File: src/rtl/sm_pkg.sv
// Shared state encoding, output decode and transition rules for the sm_para_1 FSM.
// Pure declarations and functions; no latency of its own.
// No flow control; consumers call the functions combinationally.
package sm_pkg;

    // One-hot state codes
    localparam logic [3:0] IDLE  = 4'b0001;
    localparam logic [3:0] S1    = 4'b0010;
    localparam logic [3:0] S2    = 4'b0100;
    localparam logic [3:0] ERROR = 4'b1000;

    // Output decode constants, ordered {o1, o2, err}
    localparam logic [2:0] OUT_IDLE  = 3'b000;
    localparam logic [2:0] OUT_S1    = 3'b100;
    localparam logic [2:0] OUT_S2    = 3'b010;
    localparam logic [2:0] OUT_ERROR = 3'b111;

    // Next-state rule; non-one-hot codes fall back to IDLE
    function automatic logic [3:0] sm_next(input logic [3:0] s, input logic a, input logic b);
        logic [3:0] n;
        n = IDLE;
        case (s)
            IDLE: begin
                if (!a)     n = IDLE;
                else if (b) n = S1;
                else        n = ERROR;
            end
            S1: begin
                if (!b)     n = S1;
                else if (a) n = S2;
                else        n = ERROR;
            end
            S2: begin
                if (b)      n = S2;
                else if (a) n = IDLE;
                else        n = ERROR;
            end
            ERROR: begin
                if (a)      n = ERROR;
                else        n = IDLE;
            end
            default:        n = IDLE;
        endcase
        return n;
    endfunction

    // Moore decode of a state code into {o1, o2, err}
    function automatic logic [2:0] sm_decode(input logic [3:0] s);
        logic [2:0] d;
        d = OUT_IDLE;
        case (s)
            IDLE:    d = OUT_IDLE;
            S1:      d = OUT_S1;
            S2:      d = OUT_S2;
            ERROR:   d = OUT_ERROR;
            default: d = OUT_IDLE;
        endcase
        return d;
    endfunction

endpackage

File: src/rtl/sm_para_1.sv
// Four-state one-hot Moore control FSM (IDLE/S1/S2/ERROR) with registered outputs.
// Outputs change on the same edge as the state; no input-to-output combinational path.
// No backpressure; i1/i2 are sampled every rising edge, ERROR holds while i1=1.
module sm_para_1
    import sm_pkg::*;
(
    input  logic clk,
    input  logic nrst,   // active-high asynchronous reset despite the name
    input  logic i1,
    input  logic i2,
    output logic o1,
    output logic o2,
    output logic err
);

    logic [3:0] state_q;
    logic [3:0] state_d;

    assign state_d = sm_next(state_q, i1, i2);

    // State and outputs share one clocked block; outputs register the decode of
    // the state being entered so they always match the current state.
    always_ff @(posedge clk or posedge nrst) begin
        if (nrst) begin
            state_q <= IDLE;
            o1      <= 1'b0;
            o2      <= 1'b0;
            err     <= 1'b0;
        end else begin
            state_q         <= state_d;
            {o1, o2, err}   <= sm_decode(state_d);
        end
    end

endmodule

File: config.mk
export PLATFORM = sky130hd
export DESIGN_NAME = sm_para_1
export DESIGN_NICKNAME = d
export VERILOG_FILES = /design/src/rtl/sm_pkg.sv /design/src/rtl/sm_para_1.sv
export SDC_FILE = /design/constraint.sdc
export NUM_CORES = 1
export LEC_CHECK = 0
export ABC_AREA = 1
export CAP_MARGIN = 20
export CORE_AREA = 2 2 39 41
export DETAILED_ROUTE_END_ITERATION = 6
export DIE_AREA = 0 0 41 43
export PLACE_DENSITY = 0.51
export SETUP_SLACK_MARGIN = 0.4
export SLEW_MARGIN = 20
export SYNTH_ARGS = -nofsm -noshare
export SYNTH_HDL_FRONTEND = slang
export SYNTH_SLANG_ARGS = --single-unit
File: constraint.sdc
create_clock -name clk -period 2.84 [get_ports clk]
set_input_delay 0.568 -clock clk [delete_from_list [all_inputs] [get_ports clk]]
set_output_delay 0.568 -clock clk [all_outputs]
set_load 0.005 [all_outputs]
Word level (Yosys, flattened, before mapping)
Cells that the tools add are included.
Cells by class
  eq/ne operators: 7
  muxes and demuxes: 9
Operators with widths (count)
  $mux W4: 7
  $pmux W4 S4: 1
  $pmux W3 S3: 1
  $eq A4 B2 Y1 const B: 2
  $eq A4 B3 Y1 const B: 2
  $eq A4 B4 Y1 const B: 2
  $eq A4 B1 Y1 const B: 1
Word-level totals
  bits in registers: 7
  input bits: 4
  output and inout port bits: 3
  word-level logic and storage cells: 20

Depth between registers and ports, before layout
  depth after elaboration: 5
  gate-level depth with buffers: 7
  mapped depth without buffers: 7

Worst setup path before layout
OpenSTA, ideal clock, no wires.
  path type: reg2reg
  start point: register state_q[0]
  end point: register o1
  setup time: 0.123 ns
  arrival: 0.962 ns
  required time: 2.717 ns
  path slack: 1.755 ns
  cell stages (with the launch flop): 8
  buffers on the path: 0
  clock period less this slack: 1.085 ns
  path through: dfstp_2 > inv_1 > nand2_1 > inv_1 > nand3_1 > nand2_1 > nor2_2 > nand2_1
On the way
  longest elaborated chain between the ends: 4
  elaborated cells on any way between the ends: 9
  those cells by class: eq/ne (7); mux (2)
RTL lines
  start, declared: RTL line sm_para_1.sv:16  | logic [3:0] state_q;
  start signal, assigned: RTL line sm_para_1.sv:30  | state_q <= state_d;
  $eq A4 B4 Y1 (tied with other cells): RTL line sm_pkg.sv:22  | case (s)
  $pmux W4 S4 (*): RTL line sm_pkg.sv:22
  $eq A4 B4 Y1 (tied with other cells): RTL line sm_pkg.sv:51  | case (s)
  $pmux W3 S3 (*): RTL line sm_pkg.sv:51
  end signal, assigned: RTL line sm_para_1.sv:31  | {o1, o2, err} <= sm_decode(state_d);
  end, declared: RTL line sm_para_1.sv:11  | output logic o1,
Every way passes the cells marked *; elsewhere a longest branch is shown, timed or not.

Worst setup path after layout
  start point: register o2
  end point: output port o2
RTL lines
  start, declared: RTL line sm_para_1.sv:12  | output logic o2,
  start signal, assigned: RTL line sm_para_1.sv:31
No word-level cell between the ends.

==> results.cfg <==
[layout]
drive_gt1_frac = 0.212
fin_nets = 71
area_growth_pct = 26.9
final_area_um2 = 502
diodes = 0
n_fill_cell = 154
utilization = 0.363
multi_input_area_um2 = 170
seq_area_um2 = 176

[placed_design]
postPlaceCellArea_um2 = 475
portBuffers = 6
hpwl_um = 565
globalplace.congestion = 0.740

[sta]
finalHoldViolCount = 0
post-route-period-util = 0.574
setup_viol = 0
slew_headroom = 0.826
skew_ps = 4.00
min_period_ps = 1630
rsz0062_at_grt = false
tightest_slew_ps = 260
drv_slew = 0
max_freq_ghz = 0.614
setup_tns_ps = 0

[global_routing]
grt_pass1_wl_um = 1290
first_global_vias = 312
track_usage = 0.114
antenna_found_initial = 0
grt_overflow = 0
grt_max_degree = 8

[synth]
yosysTopAreaCell = dfrtp_1
synth_area_leaders = dfrtp_1, nand2_1, nand3_1
ys_ff_latch = 7
ys_warn_count = 0
synth_top_area_frac = 0.380
ys_types = 11
seq_area_frac_synth = 0.446
avgSynthCellArea_um2 = 7.06
netlist_instances = 56
syn-num-nets = 60
synth_area_um2 = 395

[setup_path]
max_stage_delay_ps = 490
worstPathRequired_ps = 2270
crit_cells = 1
startpoint_type = register
path_buf_inv = 1
cp_cell_sequence = clkdlybuf4s50_1
critPathKind = reg2out
reg2reg_depth = 7
cpMaxStageDelayCell = clkdlybuf4s50_1
critPathArrivalTime_ps = 1060
crit_fanout = 1
endpoint_kind = output port
crit_family = buffers and inverters

[floorplan]
die_w_um = 41
ios = 7
core-area_um2 = 1380
start_util = 0.286
die_y_um = 43
dieArea_um2 = 1760
rows = 14

[detailed_routing]
drcViolationCount = 0
vias_per_cell = 4.11
route.vias.total = 337
wl_per_cell_um = 8.56
antenna_left = 0
drt_iter0_drc = 5
drt_pre_antenna_iters = 4
routed_wl_um = 702

[cts]
cts_made_buffers = 3
postCtsSetupBuffers = 0
insertion_delay_ps = 250
cts_root_buf = clkbuf_4
cts_tree = done
cts.path.max_buffers = 2
clock_sinks = 7
cts_resized = 0
htree_levels = 1
ctsHoldBuffers = 0
clk_pin_slew_ps = 50

[power_and_ir_drop]
max-vdd-ir-drop_uv = 298
leakagePower_uw = 0.000293
clockPowerShare = 0.223
p_sw_uw = 140
pwr_density_cell_nw_per_um2 = 791
power_frac_seq = 0.395
power_frac_comb = 0.381
p_int_uw = 257
switching_share = 0.353

[outcome]
outcome = finished clean

[worst_hold_path]
hold_path_class = in2async

[run]
maxCapViolations = 0
==> sequential cells by signal, summed over array words and instances (netlist names) <==
signal / flops
err: 1
o1: 1
o2: 1
state_q: 4
==> worst paths after layout <==
kind,from,slack [ps],to
max,o2,1210,o2
min,nrst,540,o1
max reg2reg,state_q[0],1650,o1
min reg2reg,state_q[1],660,state_q[1]
max in group asynchronous,nrst,2030,state_q[0]
min in group clk,state_q[1],660,state_q[1]
==> kinds of logic after synthesis <==
family | Yosys count | share of synthesized area
AO/OA/AOI/OAI | 2 | 0.0253
AND/OR/NAND/NOR | 34 | 0.405
buffers and inverters | 13 | 0.123
flip-flops | 7 | 0.446
==> per-layer routing <==
layer	routed length, um	vias up	track usage
li1	-	186	-
met1	345	142	0.148
met2	321	9	0.147
met3	35	0	0.0785
met4	0	0	0.0400
met5	0	-	0
==> worst register-to-register path, delay by kind of cell, from the launching register on <==
kind          cells  cell delay [ps]
simple gates      5              420
buf+inv           2              100
flops             1              540
==> stage by stage <==
step	setup WS [ps]	instances	hold WS (ps)	power (uW)
3_3_place_gp	1110	78	658	313
3_5_place_dp	1090	78	649	310
4_1_cts	1190	82	546	403
6_report	1210	82	541	397
5_1_grt	1150	82	555	439
2_1_floorplan	1750	56	371	253
==> Yosys cell counts, drive strengths merged <==
cell type / number
o21ai: 2
nor2: 12
nand2: 14
inv: 13
dfstp: 1
nand3: 8
dfrtp: 6
==> cell type report <==
| type | instances | share of cell area |
|---|---|---|
| repair buffers | 6 | 0.120 |
| well taps | 16 | 0.0399 |
| flip-flops and latches | 7 | 0.352 |
| multi-input cells | 36 | 0.339 |
| inverters | 13 | 0.0973 |
| clock buffers | 4 | 0.0524 |
==> power by group through the flow <==
stage / registers, uW / clock network, uW / logic (uW)
after floorplan: 157 / 0 / 95.6
after global placement: 159 / 0 / 154
after detailed placement: 159 / 0 / 151
after CTS: 158 / 93.3 / 152
after global routing: 162 / 107 / 170
final: 157 / 88.6 / 151
==> layout by cell type (no fill, tap or decap), drive strengths merged <==
cell type and instances:
nand2 14, inv 13, nor2 12, nand3 8
dfrtp 6, clkdlybuf4s50 6, clkbuf 4, o21ai 2
dfstp 1
No activity file was read; power rests on OpenSTA's default activity.
